`src/rtl/ecc_arb_pkg.sv`:
```
// Shared types and constants for the ECC point-multiplier arbiter.
// Used by ecc_arbiter and rr_pick2.
package ecc_arb_pkg;

   localparam int unsigned KEY_W_DEF = 164;
   localparam int unsigned REQ_PUB   = 0;
   localparam int unsigned REQ_SHR   = 1;

   typedef enum logic [1:0] {
      IDLE = 2'd0,
      RUN  = 2'd1,
      DONE = 2'd2,
      GAP  = 2'd3
   } arb_state_t;

endpackage

```
`src/rtl/ecc_arbiter_rr_pick2.sv`:
```
// Two-way round-robin picker: one-hot choice among the active requests,
// favouring the requester that was not served last on a tie.
module rr_pick2
   import ecc_arb_pkg::*;
(
   input  logic [1:0] req,
   input  logic       last,
   output logic [1:0] pick
);

   always_comb begin
      pick = '0;
      case (req)
         2'b01:   pick[REQ_PUB] = 1'b1;
         2'b10:   pick[REQ_SHR] = 1'b1;
         2'b11: begin
            if (last) pick[REQ_PUB] = 1'b1;
            else      pick[REQ_SHR] = 1'b1;
         end
         default: pick = '0;
      endcase
   end

endmodule

```
`src/rtl/ecc_arbiter.sv`:
```
// Round-robin sharing of one ECC point-multiplier core between two requesters.
// Define ECC_ARB_TIMEOUT_EN to enable the RUN-state watchdog and err pulses.
module ecc_arbiter
   import ecc_arb_pkg::*;
#(
   parameter int unsigned KEY_W          = KEY_W_DEF,
   parameter int unsigned TIMEOUT_CYCLES = 4096
)
(
   input  logic             clk,
   input  logic             n_rst,
   input  logic [1:0]       req,
   input  logic [KEY_W-1:0] scalar0,
   input  logic [KEY_W-1:0] scalar1,
   output logic [KEY_W-1:0] core_k,
   output logic             estart,
   input  logic             edone,
   input  logic [KEY_W-1:0] Pox,
   input  logic [KEY_W-1:0] Poy,
   output logic [1:0]       gnt,
   output logic [1:0]       done,
   output logic [KEY_W-1:0] res_x,
   output logic [KEY_W-1:0] res_y,
   output logic             busy,
   output logic [1:0]       err
);

   arb_state_t state, state_nxt;
   logic [1:0] pick;
   logic       last;
   logic       timed_out;
   logic       tmo_hit;

   rr_pick2 u_pick (
      .req  (req),
      .last (last),
      .pick (pick)
   );

`ifdef ECC_ARB_TIMEOUT_EN
   localparam int unsigned CNT_W = (TIMEOUT_CYCLES > 1) ? $clog2(TIMEOUT_CYCLES) : 1;
   logic [CNT_W-1:0] cnt;

   always_ff @(posedge clk or negedge n_rst) begin
      if (!n_rst)                         cnt <= '0;
      else if (state == IDLE && (|req))   cnt <= '0;
      else if (state == RUN)              cnt <= cnt + 1'b1;
   end

   // edone in the final allowed cycle takes priority over the watchdog
   assign tmo_hit = (state == RUN) && !edone && (cnt == CNT_W'(TIMEOUT_CYCLES - 1));
`else
   logic unused_timeout_cfg;
   assign unused_timeout_cfg = (TIMEOUT_CYCLES != 0);
   assign tmo_hit = 1'b0;
`endif

   always_ff @(posedge clk or negedge n_rst) begin
      if (!n_rst) state <= IDLE;
      else        state <= state_nxt;
   end

   always_comb begin
      state_nxt = state;
      estart    = 1'b0;
      busy      = 1'b1;
      core_k    = '0;
      done      = '0;
      err       = '0;
      case (state)
         IDLE: begin
            busy = 1'b0;
            if (|req) state_nxt = RUN;
         end
         RUN: begin
            estart = 1'b1;
            core_k = gnt[REQ_SHR] ? scalar1 : scalar0;
            if (edone || tmo_hit) state_nxt = DONE;
         end
         DONE: begin
            if (timed_out) err  = gnt;
            else           done = gnt;
            state_nxt = GAP;
         end
         GAP:     state_nxt = IDLE;
         default: state_nxt = IDLE;
      endcase
   end

   // gnt is cleared on leaving DONE so it reads zero throughout GAP
   always_ff @(posedge clk or negedge n_rst) begin
      if (!n_rst) begin
         gnt       <= '0;
         last      <= 1'b1;
         res_x     <= '0;
         res_y     <= '0;
         timed_out <= 1'b0;
      end else begin
         case (state)
            IDLE: begin
               if (|req) begin
                  gnt       <= pick;
                  timed_out <= 1'b0;
               end
            end
            RUN: begin
               if (edone) begin
                  res_x <= Pox;
                  res_y <= Poy;
               end else if (tmo_hit) begin
                  timed_out <= 1'b1;
               end
            end
            DONE: begin
               last <= gnt[REQ_SHR];
               gnt  <= '0;
            end
            default: ;
         endcase
      end
   end

endmodule

```
`config.mk`:
```
export PLATFORM = sky130hd
export DESIGN_NAME = ecc_arbiter
export DESIGN_NICKNAME = d
export VERILOG_FILES = /design/src/rtl/ecc_arb_pkg.sv /design/src/rtl/ecc_arbiter_rr_pick2.sv /design/src/rtl/ecc_arbiter.sv
export SDC_FILE = /design/constraint.sdc
export NUM_CORES = 1
export LEC_CHECK = 0
export ABC_AREA = 1
export CAP_MARGIN = 20
export CORE_AREA = 2 2 448 450
export DETAILED_ROUTE_END_ITERATION = 10
export DIE_AREA = 0 0 450 452
export SLEW_MARGIN = 10
export SYNTH_ARGS = -nofsm -noshare
export SYNTH_HDL_FRONTEND = slang
export SYNTH_HIERARCHICAL = 1
export SYNTH_SLANG_ARGS = --single-unit
```
`constraint.sdc`:
```
create_clock -name clk -period 1.6 [get_ports clk]
set_clock_uncertainty 0.05 [all_clocks]
set_input_delay 0.16 -clock clk [delete_from_list [all_inputs] [get_ports clk]]
set_output_delay 0.16 -clock clk [all_outputs]
set_load 0.02 [all_outputs]
```
Word-level counts from Yosys, hierarchy flattened
Index checks and enable logic that the tools add are counted.
{ "totals": {"register_bits": 333, "out_inout_bits": 500, "elab_cells": 33} }
{ "op_classes": {"n_reduce_logical": 6, "n_eq_ne": 8, "muxes": 14} }
{ "op_table": {"columns": ["cell", "count"], "rows": [
  ["2-to-1 mux 164 bit", 2],
  ["== test 2 bit, second input constant", 4],
  ["2-to-1 mux 2 bit", 4],
  ["one-hot mux 2 bit (4 select lines)", 1],
  ["AND reduction 2 bit", 3],
  ["== test 2 x 1 -> 1 bit, second input constant", 2],
  ["2-to-1 mux 1 bit", 4],
  ["inequality test 2 bit, second input constant", 2],
  ["one-hot mux 1 bit (2 select lines)", 2],
  ["one-hot mux 2 bit (2 select lines)", 1],
  ["zero test 2 bit", 1],
  ["nonzero test 2 bit", 1],
  ["OR reduction 2 bit", 1]
]} }

Longest topological paths before layout
Gate-level depths: netlist of the first run.
{ "logic_depth": {"depth_word": 4, "depth_mapped": 8, "ltp_nobuf": 6} }

Modules after synthesis
The synthesis of the first run kept the hierarchy.
{ "modules_own_cells": {"columns": ["module", "area_each_um2", "cells_per_inst", "instances"], "rows": [
  ["ecc_arbiter", 15740.1, 2017, 1],
  ["rr_pick2", 21.3, 5, 1]
]} }

Worst setup path after synthesis of the first run
OpenSTA, ideal clock, no wires.
{ "synth_path": {"path_type": "reg-to-output", "from": "register state[1]", "to": "output core_k[157]", "arrival_time_ns": 1.476, "path_slack_ns": -0.086, "stages_incl_launch_ff": 8, "n_path_buf": 3, "required_time_ns": 1.390, "path_cell_list": "dfrtp_1 -> inv_1 -> ha_1 -> buf_2 -> buf_2 -> buf_2 -> o21ai_0 -> nor2_1"} }
{ "synth_via": {"elab_chain_cells": 2} }
{ "synth_lines": {"columns": ["item", "line", "rtl"], "rows": [
  ["from (decl)", "ecc_arbiter.sv:28", "arb_state_t state, state_nxt;"],
  ["from (signal assigned)", "ecc_arbiter.sv:60", "else state <= state_nxt;"],
  ["== test 2 x 1 -> 1 bit", "ecc_arbiter.sv:70", "case (state)"],
  ["2-to-1 mux 164 bit", "ecc_arbiter.sv:70", null],
  ["to (decl)", "ecc_arbiter.sv:15", "output logic [KEY_W-1:0] core_k,"]
]} }
Every way passes these cells.

Worst setup path after layout of the first run
{ "layout_path": {"from": "register gnt[1]", "to": "output core_k[92]"} }
{ "layout_via": {"elab_chain_cells": 2} }
{ "layout_lines": {"columns": ["item", "line", "rtl"], "rows": [
  ["from (decl)", "ecc_arbiter.sv:20", "output logic [1:0] gnt,"],
  ["from (signal assigned)", "ecc_arbiter.sv:102", "gnt <= pick;"],
  ["2-to-1 mux 164 bit", "ecc_arbiter.sv:77", "core_k = gnt[REQ_SHR] ? scalar1 : scalar0;"],
  ["2-to-1 mux 164 bit", "ecc_arbiter.sv:70", null]
]} }
Every way passes these cells.

==> results of run 1 <==
==> flip-flops by register name (all words and copies together), names as in the netlist <==
signal	cells
last	1
res_x	164
res_y	164
state	2
gnt	2
==> worst register-to-register path: stages (launching register included) <==
cell and delay, ns:
sky130_fd_sc_hd__dfrtp_1 0.38, sky130_fd_sc_hd__inv_2 0.08, sky130_fd_sc_hd__ha_4 0.20, sky130_fd_sc_hd__buf_12 0.13, sky130_fd_sc_hd__buf_12 0.13, sky130_fd_sc_hd__buf_12 0.12
sky130_fd_sc_hd__buf_16 0.14, sky130_fd_sc_hd__buf_16 0.16, sky130_fd_sc_hd__nand2_8 0.16, sky130_fd_sc_hd__buf_6 0.20, sky130_fd_sc_hd__clkbuf_16 0.20, sky130_fd_sc_hd__nand2_1 0.09
sky130_fd_sc_hd__nand2_1 0.05
==> what timing repair did <==
item,CTS,global route
cloned,16,28
endpoints found under the setup margin,735,735
endpoints found under the hold margin,489,0
resized for setup,709,343
buffers inserted,53,48
pin swaps,35,100
hold buffers,155,0
==> synthesized netlist by cell type <==
library cell,instances,share of area
sky130_fd_sc_hd__nand3_1,333,0.11
sky130_fd_sc_hd__nor2_1,329,0.078
sky130_fd_sc_hd__inv_1,11,0.0026
sky130_fd_sc_hd__clkbuf_2,12,0.0038
sky130_fd_sc_hd__a21oi_1,1,0.00032
sky130_fd_sc_hd__buf_6,18,0.013
sky130_fd_sc_hd__dfstp_2,1,0.0017
sky130_fd_sc_hd__or2_2,1,0.00040
sky130_fd_sc_hd__ha_1,6,0.0048
sky130_fd_sc_hd__o21ai_0,145,0.046
sky130_fd_sc_hd__nand2_1,673,0.16
sky130_fd_sc_hd__nand4_1,2,0.00079
sky130_fd_sc_hd__o21ai_1,20,0.0064
sky130_fd_sc_hd__buf_2,97,0.031
sky130_fd_sc_hd__clkbuf_1,4,0.00095
sky130_fd_sc_hd__dfrtp_1,332,0.53
sky130_fd_sc_hd__buf_4,35,0.017
sky130_fd_sc_hd__conb_1,1,0.00024
sky130_fd_sc_hd__inv_2,1,0.00024
==> power by group <==
group          internal (mW)  total (mW)  leakage (nW)  switching, mW
Sequential              12.3        14.9          4.17           2.54
Clock                   6.47        11.1         0.774           4.59
Combinational           21.2        48.5          12.1           27.3
Total                   40.0        74.4          17.1           34.4
==> path summary, 6_finish.rpt <==
kind / from / endpoint / slack, ns / cells after the start
max: gnt[1]$_DFFE_PN0P_ / core_k[92] / -0.87 / 8
min: Pox[88] / res_x[88]$_DFFE_PN0P_ / 0.06 / 3
max reg2reg: state[1]$_DFFE_PN0P_ / res_y[65]$_DFFE_PN0P_ / -0.62 / 12
min reg2reg: res_y[63]$_DFFE_PN0P_ / res_y[63]$_DFFE_PN0P_ / 0.42 / 2
max in group asynchronous: n_rst / res_y[24]$_DFFE_PN0P_ / 0.86 / 4
min in group asynchronous: n_rst / res_x[107]$_DFFE_PN0P_ / 0.15 / 3
==> per-stage QoR <==
stage	util	cells	power (mW)
after detailed placement	0.163	5899	54.3
after CTS	0.188	6206	70.9
final	0.199	6303	74.4
after floorplan	-	2023	30.2
after global placement	0.163	5899	54.1
after global routing	0.199	6277	78.0
==> area by class of cell <==
type | count | area (um2)
Sequential cell | 333 | 8340
Clock buffer | 65 | 1360
Tap cell | 2656 | 3320
Timing Repair inverter | 2 | 22.5
Antenna cell | 35 | 87.6
Inverter | 12 | 71.3
Clock inverter | 20 | 228
Multi-Input combinational cell | 1513 | 8110
Fill cell | 22100 | 159000
Timing Repair Buffer | 1667 | 18000
==> metal layers <==
metal	vias up	GRT usage	wire length, um
met5	-	0	595
met4	90	0.0415	5210
met3	298	0.103	25900
met2	1149	0.267	82900
met1	10900	0.221	80000
li1	9679	-	-
==> cell families after synthesis <==
| family | after synthesis | synth area share |
|---|---|---|
| DFF | 333 | 0.529 |
| adders and majority gates | 6 | 0.00476 |
| AOI/OAI and AO/OA | 166 | 0.0527 |
| buffers and inverters | 178 | 0.0680 |
| and+or+nand+nor | 1338 | 0.346 |
| other | 1 | 0.000238 |
==> impl_summary.txt, run 1 <==
----------------------------------------------------
[CTS]
  Clock buffer count from CTS ... 46
  Clock Tree Buf Depth ... 3
  Worst-Skew Late Latency ... 0.65 ns
  Clock sink count ... 333
  CTS tree ... yes
  H-tree Lvls ... 2
  Clock tree root driver cell ... sky130_fd_sc_hd__clkbuf_16
  Clock transition at the register clock pins on the worst setup and hold paths after CTS ... 0.06 ns

[Placement]
  IO Port Bufs ... 1158
  Detailed-placement wirelength estimate ... 163 mm
  Placement Setup Slack ... -0.555 ns
  Final RePlAce weighted congestion ... 1.07
  Placement Cell Area ... 32400 um2

[Drt]
  DRC violation count after routing ... 0
  Detailed Route Iter0 Violations ... 1746
  Detail-routed net length per standard cell ... 30.9 um
  First-pass DRT Iterations ... 5
  Number of antenna-violating nets in the routed design ... 0
  Vias post-DR ... 22100
  Post-DR vias/cell ... 3.50
  Routed wire length ... 195 mm

[Global route]
  Largest net degree at the start of global routing ... 91
  Total global routing overflow ... 0
  GRT Resource Usage Total ... 0.179
  Global-route wire length before repair ... 236 mm
  Number of antenna violations at the first check in global routing ... 146
  Vias in the first global route ... 21300

[STA]
  Worst slack on hold paths ... 0.0576 ns
  Final Hold Fails ... 0
  Final setup fails ... 735
  Fin crit share ... 1.55
  Worst-case setup margin in the final layout ... -0.873 ns
  Final critical delay including setup and external delays ... 2.47 ns
  Peak Freq ... 404 MHz
  Setup repair after global routing missed its margin ... yes
  Pin slew with the least headroom to its limit ... 0.548 ns
  Sum Neg Setup Slack ... -370.29 ns
  Final-report max-slew violation count ... 0
  Headroom to the max-slew limit ... 0.633

[Logic synthesis]
  Post-synthesis cell count ... 2022
  Post-Syn Area ... 15800 um2
  Netlist cell types ... 19
  Register area share after synthesis ... 0.529
  Count of yosys warnings during synthesis ... 6
  Register bit total from synthesis ... 333
  Syn_area_per_cell ... 7.79 um2

[Power]
  Worst supply voltage drop on vdd ... 0.989 mV
  Leakage ... 17.1 nW
  Power per standard cell area ... 1880 nW/um2

[Worst setup path]
  Critical path capture point type ... output pin
  Maximum fanout count along the critical path ... 6
  Data arrival time of the worst path ... 2.26 ns
  Ordered list of cells on the worst path ... buf_12 -> clkinv_16 -> buf_12 -> buf_6 -> nor2_1 -> buf_4 -> nor2_2 -> buf_6
  CP peak stage delay ... 0.53 ns
  Crit path launch type ... register
  Slowest CP cell ... sky130_fd_sc_hd__dfrtp_4
  Buffers plus inverters on the worst setup path ... 6
  Dominant delay contributor by cell family on the critical path ... buffers and inverters
  Data required time of the worst path ... 1.39 ns
  Setup CP Type ... reg2out

[Final layout]
  Net count reported at finish ... 4242
  Ratio of cells with drive above 1 in the final layout ... 0.289
  Most common library cell in the layout ignoring fill and taps ... sky130_fd_sc_hd__clkdlybuf4s50_1
  Synth-to-layout area growth ... 151%
  Total non-filler cell area in the finished layout ... 39500 um2
  Commonest non-fill, non-tap cells in the layout ... 897 x sky130_fd_sc_hd__clkdlybuf4s50_1, 670 x sky130_fd_sc_hd__nand2_1, 333 x sky130_fd_sc_hd__nand3_1, 331 x sky130_fd_sc_hd__dfrtp_1, 305 x sky130_fd_sc_hd__buf_4

[Floorplan]
  Die Y-Extent ... 452 um
  Total number of placement rows ... 164
  Initial Util ... 0.0794
  Die area ... 203000 um2
  Io pins ... 1161
  Standard cell core area ... 199000 um2
  Chip Width ... 450 um

[Job]
  Reported max-cap violation count ... 0

[Min path]
  Worst hold path type ... in2reg

[Outcome]
  Violated checks ... negative setup slack
  Status ... complete, but fails checks

----------------------------------------------------
(Power assumes the default switching activity.)
==> run 2, diff against run 1 <==
Settings changed: SLEW_MARGIN 10 to unset.
==> results of run 2 <==
Same layout as run 1: the final DEF is identical, and so are final timing and power.
==> run 3, diff against run 2 <==
Clock period 1.6 ns to 2.8 ns, I/O delays scaled along.
==> run 3 against run 2 <==
  * The run still ends with negative setup slack left
  * Cell area shrank 15%
  * Sequential power is 42% lower
  * Clock power shrank 39%
  * Core utilization shrank 3.0 points
  * Global-route usage up 1.8 points
  * Critical path type unchanged
==> impl_summary.txt, run 3 (synthesis gave the netlist of run 1 again) <==
----------------------------------------------------
[Outcome]
  Status ... complete, but fails checks
  Violated checks ... negative setup slack

[Worst setup path]
  Data required time of the worst path ... 2.47 ns
  Flop2flop setup slack ... 0.37 ns
  Beginning of the worst register-to-register path ... state[1]$_DFFE_PN0P_
  CP peak stage delay ... 0.52 ns
  Maximum fanout count along the critical path ... 23
  Length in cells of the worst reg-to-reg path ... 9
  Setup CP Type ... reg2out
  Data arrival time of the worst path ... 2.48 ns
  Critical path capture point type ... output pin
  Slowest CP cell ... sky130_fd_sc_hd__dfrtp_4
  Reg-to-reg critical path endpoint ... res_y[18]$_DFFE_PN0P_
  Ordered list of cells on the worst path ... inv_12 -> buf_12 -> buf_8 -> nor2_1 -> nor2_1 -> buf_12
  Crit path launch ... gnt[1]$_DFFE_PN0P_
  Crit path launch type ... register

[CTS]
  H-tree Lvls ... 2
  Clock Tree Buf Depth ... 3
  Worst-Skew Late Latency ... 0.63 ns
  Clock transition at the register clock pins on the worst setup and hold paths after CTS ... 0.06 ns
  Clock buffer count from CTS ... 49
  CTS tree ... yes
  Clock sink count ... 333
  Clock tree root driver cell ... sky130_fd_sc_hd__clkbuf_16

[Global route]
  Number of antenna violations at the first check in global routing ... 156
  Global-route wire length before repair ... 253 mm
  Total global routing overflow ... 0
  Largest net degree at the start of global routing ... 114
  GRT Resource Usage Total ... 0.197
  Vias in the first global route ... 20000

[Final layout]
  Post-route non-filler standard cell count ... 5947
  Most common library cell in the layout ignoring fill and taps ... sky130_fd_sc_hd__clkdlybuf4s50_1
  Filler Cell Count ... 22500
  Ratio of cells with drive above 1 in the final layout ... 0.119
  Leading registers by flop count ... res_x (164), res_y (164)
  Commonest non-fill, non-tap cells in the layout ... 991 x sky130_fd_sc_hd__clkdlybuf4s50_1, 672 x sky130_fd_sc_hd__nand2_1, 333 x sky130_fd_sc_hd__nand3_1, 331 x sky130_fd_sc_hd__dfrtp_1, 293 x sky130_fd_sc_hd__nor2_1
  Total non-filler cell area in the finished layout ... 33600 um2
  Synth-to-layout area growth ... 113%
  Net count reported at finish ... 3891

[Floorplan]
  Standard cell core area ... 199000 um2
  Die Y-Extent ... 452 um
  Initial Util ... 0.0794
  Die area ... 203000 um2
  Io pins ... 1161
  Chip Width ... 450 um
  Total number of placement rows ... 164

[STA]
  Pin slew with the least headroom to its limit ... 0.808 ns
  Worst-case setup margin in the final layout ... -0.0122 ns
  Final setup fails ... 1
  Peak Freq ... 356 MHz
  Worst slack on hold paths ... 0.108 ns
  Sum Neg Setup Slack ... -0.0122 ns
  Final critical delay including setup and external delays ... 2.81 ns
  Setup repair after global routing missed its margin ... yes
  Final-report max-slew violation count ... 0
  Headroom to the max-slew limit ... 0.461
  Fin crit share ... 1.00
  Final Hold Fails ... 0

[Drt]
  First-pass DRT Iterations ... 6
  Detailed Route Iter0 Violations ... 2069
  Vias post-DR ... 20600
  Number of antenna-violating nets in the routed design ... 0
  Routed wire length ... 209 mm
  DRC violation count after routing ... 0
  Post-DR vias/cell ... 3.47
  Detail-routed net length per standard cell ... 35.1 um

[Placement]
  IO Port Bufs ... 1158
  Detailed-placement wirelength estimate ... 182 mm
  Placement Cell Area ... 31600 um2
  Final RePlAce weighted congestion ... 1.00
  Inst Count DP ... 5815

[Job]
  Reported max-cap violation count ... 0

[Power]
  Worst supply voltage drop on vdd ... 0.459 mV
  Power per standard cell area ... 1120 nW/um2
  Leakage ... 14.9 nW

[Min path]
  Worst Hold Path EP ... res_x[36]$_DFFE_PN0P_
  Hold-critical path depth ... 3
  Startpoint of the lowest-slack hold path ... Pox[36]
  Worst hold path type ... in2reg

----------------------------------------------------
==> run 3: repair_timing <==
item / 4_1_cts / 5_1_grt
endpoints found under the setup margin: 149 / 73
setup buffers: 1 / 6
hold buffers: 2 / 0
pin swaps: 8 / 5
endpoints found under the hold margin: 91 / 0
cloned: 2 / 3
gates resized for setup: 204 / 32
==> run 3: how the worst max path moves through the flow <==
stage | endpoint | slack [ns] | depth (start not counted)
after global placement | core_k[125] | 0.12 | 6
after detailed placement | core_k[125] | 0.13 | 6
after global routing | core_k[131] | -0.03 | 7
after CTS | core_k[66] | -0.03 | 7
after floorplan | core_k[157] | 0.99 | 7
final | core_k[138] | -0.01 | 6
==> run 3: critical path: cells and delay by family (launching register included) <==
kind,cells,cell delay (ns)
simple gates,2,0.67
buf+inv,4,0.61
flops,1,0.52
==> run 3: per-layer routing <==
| metal | wire [um] | track usage | vias to the layer above | share of wire |
|---|---|---|---|---|
| met1 | 85000 | 0.241 | 10100 | 0.41 |
| met5 | 149 | 0 | - | 0.00071 |
| li1 | - | - | 8922 | - |
| met2 | 102000 | 0.339 | 1186 | 0.49 |
| met3 | 16300 | 0.0591 | 350 | 0.078 |
| met4 | 5470 | 0.0433 | 18 | 0.026 |
==> run 3: layout make-up <==
type	count	area [um2]	share of cell area
timing repair buffer	1316	13600	0.405
inverter	12	57.6	0.00171
multi-input combinational	1512	6530	0.194
clock buffer	65	1400	0.0415
antenna	28	70.1	0.00208
clock inverter	25	318	0.00944
sequential	333	8340	0.248
tap	2656	3320	0.0988
==> run 3: through the flow <==
| step | util | total power [mW] | setup WS (ns) |
|---|---|---|---|
| after floorplan | - | 16.9 | 0.994 |
| after global placement | 0.159 | 31.1 | 0.117 |
| after detailed placement | 0.159 | 31.1 | 0.130 |
| after CTS | 0.168 | 38.2 | -0.0303 |
| after global routing | 0.169 | 39.8 | -0.0286 |
| final | 0.169 | 37.8 | -0.0122 |
==> run 3: power breakdown <==
group / leakage [nW] / internal [mW] / switching, mW
clock network: 0.831 / 3.91 / 2.81
logic: 9.91 / 8.61 / 13.9
registers: 4.17 / 7.03 / 1.56
total: 14.9 / 19.5 / 18.3
